[src/rtl/register_file.sv]
// Architectural register file with rename tracking: 32 x 32-bit values plus a
// busy bit and reorder-buffer tag per register, and two combinational query ports.
// Define WB_BYPASS_EN to let queries see a matching same-cycle writeback.

module register_file_query #(
    parameter int TAG_W = 5
) (
    input  logic [4:0]             regid,
    input  logic [31:0][31:0]      values,
    input  logic [31:0]            busy,
    input  logic [31:0][TAG_W-1:0] tags,
    output logic                   q_busy,
    output logic [TAG_W-1:0]       q_tag,
    output logic [31:0]            q_val
);
    always_comb begin
        q_busy = busy[regid];
        q_tag  = busy[regid] ? tags[regid] : '0;
        q_val  = busy[regid] ? 32'd0 : values[regid];
    end
endmodule

module register_file #(
    parameter int TAG_W = 5
) (
    input  logic             clk,
    input  logic             rst,
    input  logic             hci_rdy,
    input  logic             flush,
    input  logic             rename_en,
    input  logic [4:0]       rename_regid,
    input  logic [TAG_W-1:0] rename_tag,
    input  logic             wb_en,
    input  logic [4:0]       wb_regid,
    input  logic [TAG_W-1:0] wb_tag,
    input  logic [31:0]      wb_val,
    input  logic [4:0]       query_regid1,
    input  logic [4:0]       query_regid2,
    output logic             query_busy1,
    output logic             query_busy2,
    output logic [TAG_W-1:0] query_tag1,
    output logic [TAG_W-1:0] query_tag2,
    output logic [31:0]      query_val1,
    output logic [31:0]      query_val2
);
    localparam int NUM_PORTS = 2;

    logic [31:0][31:0]      values;
    logic [31:0]            busy;
    logic [31:0][TAG_W-1:0] tags;

    logic [31:0] wb_hit, ren_hit, wb_clear;
    logic [31:0]            eff_busy;
    logic [31:0][31:0]      eff_values;

    // Register x0 is excluded from every hit vector, so it stays zero and idle.
    always_comb begin
        wb_hit   = '0;
        ren_hit  = '0;
        wb_clear = '0;
        for (int i = 1; i < 32; i++) begin
            wb_hit[i]   = wb_en && (wb_regid == 5'(i));
            ren_hit[i]  = rename_en && !flush && (rename_regid == 5'(i));
            wb_clear[i] = wb_hit[i] && busy[i] && (tags[i] == wb_tag);
        end
    end

    always_ff @(posedge clk) begin
        if (rst) begin
            values <= '0;
            busy   <= '0;
            tags   <= '0;
        end else if (hci_rdy) begin
            for (int i = 0; i < 32; i++) begin
                if (wb_hit[i])
                    values[i] <= wb_val;
                // Rename outranks writeback: a newer producer owns the register.
                if (flush) begin
                    busy[i] <= 1'b0;
                    tags[i] <= '0;
                end else if (ren_hit[i]) begin
                    busy[i] <= 1'b1;
                    tags[i] <= rename_tag;
                end else if (wb_clear[i]) begin
                    busy[i] <= 1'b0;
                    tags[i] <= '0;
                end
            end
        end
    end

`ifdef WB_BYPASS_EN
    always_comb begin
        eff_busy = busy & ~wb_clear;
        for (int i = 0; i < 32; i++)
            eff_values[i] = wb_clear[i] ? wb_val : values[i];
    end
`else
    always_comb begin
        eff_busy   = busy;
        eff_values = values;
    end
`endif

    logic [NUM_PORTS-1:0][4:0]       q_regid;
    logic [NUM_PORTS-1:0]            q_busy;
    logic [NUM_PORTS-1:0][TAG_W-1:0] q_tag;
    logic [NUM_PORTS-1:0][31:0]      q_val;

    assign q_regid = {query_regid2, query_regid1};

    genvar p;
    generate
        for (p = 0; p < NUM_PORTS; p++) begin : g_query
            register_file_query #(.TAG_W(TAG_W)) u_query (
                .regid  (q_regid[p]),
                .values (eff_values),
                .busy   (eff_busy),
                .tags   (tags),
                .q_busy (q_busy[p]),
                .q_tag  (q_tag[p]),
                .q_val  (q_val[p])
            );
        end
    endgenerate

    assign query_busy1 = q_busy[0];
    assign query_busy2 = q_busy[1];
    assign query_tag1  = q_tag[0];
    assign query_tag2  = q_tag[1];
    assign query_val1  = q_val[0];
    assign query_val2  = q_val[1];
endmodule

[config.mk]
export PLATFORM = sky130hd
export DESIGN_NAME = register_file
export DESIGN_NICKNAME = d
export VERILOG_FILES = /design/src/rtl/register_file.sv
export SDC_FILE = /design/constraint.sdc
export NUM_CORES = 2
export LEC_CHECK = 0
export ABC_CLOCK_PERIOD_IN_PS = 2300
export CORE_MARGIN = 10
export CORE_UTILIZATION = 57
export DETAILED_ROUTE_END_ITERATION = 10
export GPL_TIMING_DRIVEN = 0
export MAX_ROUTING_LAYER = met4
export PLACE_DENSITY = 0.83
export SYNTH_ARGS = -nofsm -noshare
export SYNTH_HDL_FRONTEND = slang
export SYNTH_SLANG_ARGS = --single-unit
[constraint.sdc]
create_clock -name clk -period 2.3 [get_ports clk]
set_input_delay 0.345 -clock clk [delete_from_list [all_inputs] [get_ports clk]]
set_output_delay 0.345 -clock clk [all_outputs]
set_load 0.05 [all_outputs]
==> flow_metrics.py <==
metrics = {
    "final_layout": {
        "drive_gt1_frac": 0.2127,
        "finalNetCount": 7607,
        "final_area_um2": 73960,
        "area_delta_synth_final_pct": 17.42,
        "finish.utilization": 0.6766,
        "layoutNonFillerInstCount": 9149,
    },
    "cts": {
        "clk_pin_slew_ns": 0.06,
        "root_buffer": "clkbuf_16",
        "cts_max_level": 4,
        "cts_buffers": 131,
        "cts_tree": "built",
        "clk_latency_ns": 0.81,
        "cts.sinks": 1178,
        "cts_hold_buf": 0,
        "clockBufferDepth": 3,
    },
    "die": {
        "fp.coreArea_um2": 109300,
        "die_width_um": 352.4,
        "core.rowCount": 121,
        "die_area_um2": 124200,
        "ios": 144,
        "die_h_um": 352.4,
        "initial_core_util": 0.5762,
    },
    "global_routing": {
        "grt-ovfl-total": 0,
        "grt_max_degree": 17,
        "grt_usage": 0.5350,
        "grt_pass1_vias": 62610,
        "grt_antenna_before_repair": 20,
        "grt_pass1_wl_um": 466100,
    },
    "yosys": {
        "syn_nets": 7306,
        "async_flop_share": 0,
        "synth_area_per_cell_um2": 8.702,
        "synth_top_area_frac": 0.3744,
        "ys_seq_area_frac": 0.3744,
        "synth_edf_count": 0,
        "yosys_warnings": 0,
        "ys_ff_latch": 1178,
        "synthDistinctLibCells": 62,
        "syn_inst": 7238,
        "syn_area_um2": 62990,
        "synth_area_leaders": "dfxtp_1 (37%), mux4_2 (14%), nand2_1 (12%), a21oi_1 (8.3%), mux2_2 (6.0%)",
        "synthFlopType": "dfxtp_1",
        "synth_top_area_cell": "dfxtp_1",
    },
    "critical_path": {
        "crit_type": "reg -> out",
        "cp-end-kind": "output pin",
        "crit_slowest_cell": "mux4_2",
        "cp_max_fo": 5,
        "cp.required_ns": 1.96,
        "crit_arrival_ns": 3.43,
        "cpLargestDelayFamily": "multiplexers",
        "cp_cell_sequence": "mux4_2 -> mux2_4 -> o211ai_1 -> nand4_1 -> buf_6 -> buf_12 -> buf_12 -> a31oi_4 -> buf_6",
        "cpPeakStageDelay_ns": 0.49,
        "cp-start-kind": "flip-flop",
        "worst-path-buf-inv": 4,
    },
    "sta": {
        "holdWs_ns": 0.2077,
        "setup_viol": 394,
        "tightest_slew_ns": 1.270,
        "slew_headroom": 0.1532,
        "min_period_ns": 3.771,
        "slew_viol_final": 0,
        "max_freq_mhz": 265.2,
        "fin_ws_ns": -1.471,
        "fin_skew_ns": 0.02619,
        "hold_viol": 0,
        "final.period_utilization": 1.640,
        "rsz0062_at_grt": "yes",
    },
    "placement": {
        "hpwl_um": 251300,
        "post_dp_cell_area_um2": 67510,
        "port_buffers": 134,
        "dp.cells": 8857,
        "place.gp.congestion": 1.141,
    },
    "power": {
        "p_leak_nw": 24.71,
        "ir_worst_vdd_v": 0.0007369,
        "p_per_area_nw_per_um2": 674.7,
    },
    "run_status": {
        "outcome": "complete, but fails checks",
        "failed_checks": "DRC, setup timing",
    },
    "detailed_routing": {
        "ant_nets": 0,
        "vias_per_cell": 7.415,
        "drc": 1,
        "wl_um": 339600,
        "vias": 67840,
        "dr.pass1.iters": 11,
        "initialDrtViolationCount": 13260,
        "avgRoutedWirePerCell_um": 37.12,
    },
    "hold_path": {
        "hold_class": "in -> reg",
    },
    "flow_run": {
        "cap_violations": 0,
    },
}
## timing repair
action	in CTS	in global routing
resized for setup	1002	167
setup buffers	27	7
pin swaps	27	10
gates cloned	6	0
hold endpoints to repair	0	0
setup endpoints to repair	1233	852
## report_power, final
part	total, mW	leakage (nW)	switching, mW	internal (mW)
logic	6.85	13.0	5.01	1.84
registers	20.5	9.49	0.0749	20.5
clock network	22.5	2.19	9.88	12.6
## per-layer routing
layer | routed length, um | global-route usage | up-vias
li1 | - | - | 26340
met1 | 113800 | 0.6192 | 32270
met2 | 128600 | 0.6891 | 7230
met3 | 66900 | 0.3092 | 1998
met4 | 30340 | 0.3543 | 0
met5 | 0 | - | -
## logic make-up after synthesis
kind of cell    count (synthesis)  share of synthesized area
compound gates               1737                     0.1695
mux                           883                     0.2225
simple gates                 2525                     0.1623
buf+inv                       760                    0.04974
flops                        1178                     0.3744
xor+xnor                      155                    0.02155
## worst paths after layout
path | cells after the start | slack (ns) | startpoint | endpoint
max | 9 | -1.47 | busy[22] | query_val1[1]
min reg2reg | 2 | 0.47 | eff_values[997] | eff_values[997]
min | 3 | 0.21 | wb_val[17] | eff_values[465]
max reg2reg | 4 | 0.39 | busy[24] | tags[123]
## final cells by class
| type | instances | area, um^2 |
|---|---|---|
| plain buffers | 728 | 4006 |
| repair buffers | 180 | 2097 |
| inverters | 20 | 75.07 |
| diodes | 28 | 70.07 |
| clock buffers | 181 | 3729 |
| flip-flops and latches | 1178 | 23590 |
| well taps | 1476 | 1847 |
| fillers | 8890 | 35350 |
| multi-input cells | 5300 | 37820 |
| clock inverters | 58 | 726.9 |
## sequential cells by signal, summed over array words and instances (netlist names)
register,flops
busy,31
tags,155
eff_values,992
## stage by stage
stage                     setup slack [ns]   TNS, ns  power (mW)
after floorplan                    -0.2147    -12.82       24.13
after global placement              -3.720  -2590.83       26.79
after detailed placement            -3.556  -1977.76       26.83
after CTS                           -1.317    -91.41       48.77
after global routing                -1.401    -96.34       50.05
final                               -1.471   -115.40       49.90
## cell usage in the layout, fill, tap and decap left out, types with 83 or more instances in the layout
cell          n
and2_1       83
xnor2_1     155
nand2_1    2091
a21oi_1    1039
dfxtp_1    1176
mux4_2      380
buf_6        94
clkbuf_1    321
o22ai_1      99
nor2_1      109
clkbuf_16   133
mux2i_1     165
clkbuf_2    191
mux2_2      335
## tightest hold or removal path: stages
cell	delay [ns]
clkdlybuf4s50_1	0.47
nand2_1	0.09
a21oi_1	0.06
## cells in the mapped netlist (6+ instances only)
cell type / instances
and3_1: 10
o2bb2a_1: 8
mux2_2: 337
nor3_1: 18
and2_1: 86
a2111o_1: 69
a31oi_1: 95
xnor2_1: 155
buf_6: 6
nand2b_1: 6
o22ai_2: 8
o21ai_0: 55
a22o_1: 74
mux2i_1: 166
nor2b_1: 39
buf_1: 57
o22ai_1: 109
nand3b_1: 8
or2_2: 8
buf_4: 26
a22oi_1: 41
nor4_1: 6
o221ai_1: 26
nand2_1: 2097
nand3_1: 61
o31ai_1: 24
mux4_2: 380
inv_1: 18
o2bb2ai_1: 48
nor2_1: 128
clkbuf_1: 541
dfxtp_1: 1178
a221oi_1: 76
nand4_1: 30
a21oi_1: 1040
a211oi_1: 32
buf_2: 110
No activity file was read; power rests on OpenSTA's default activity.
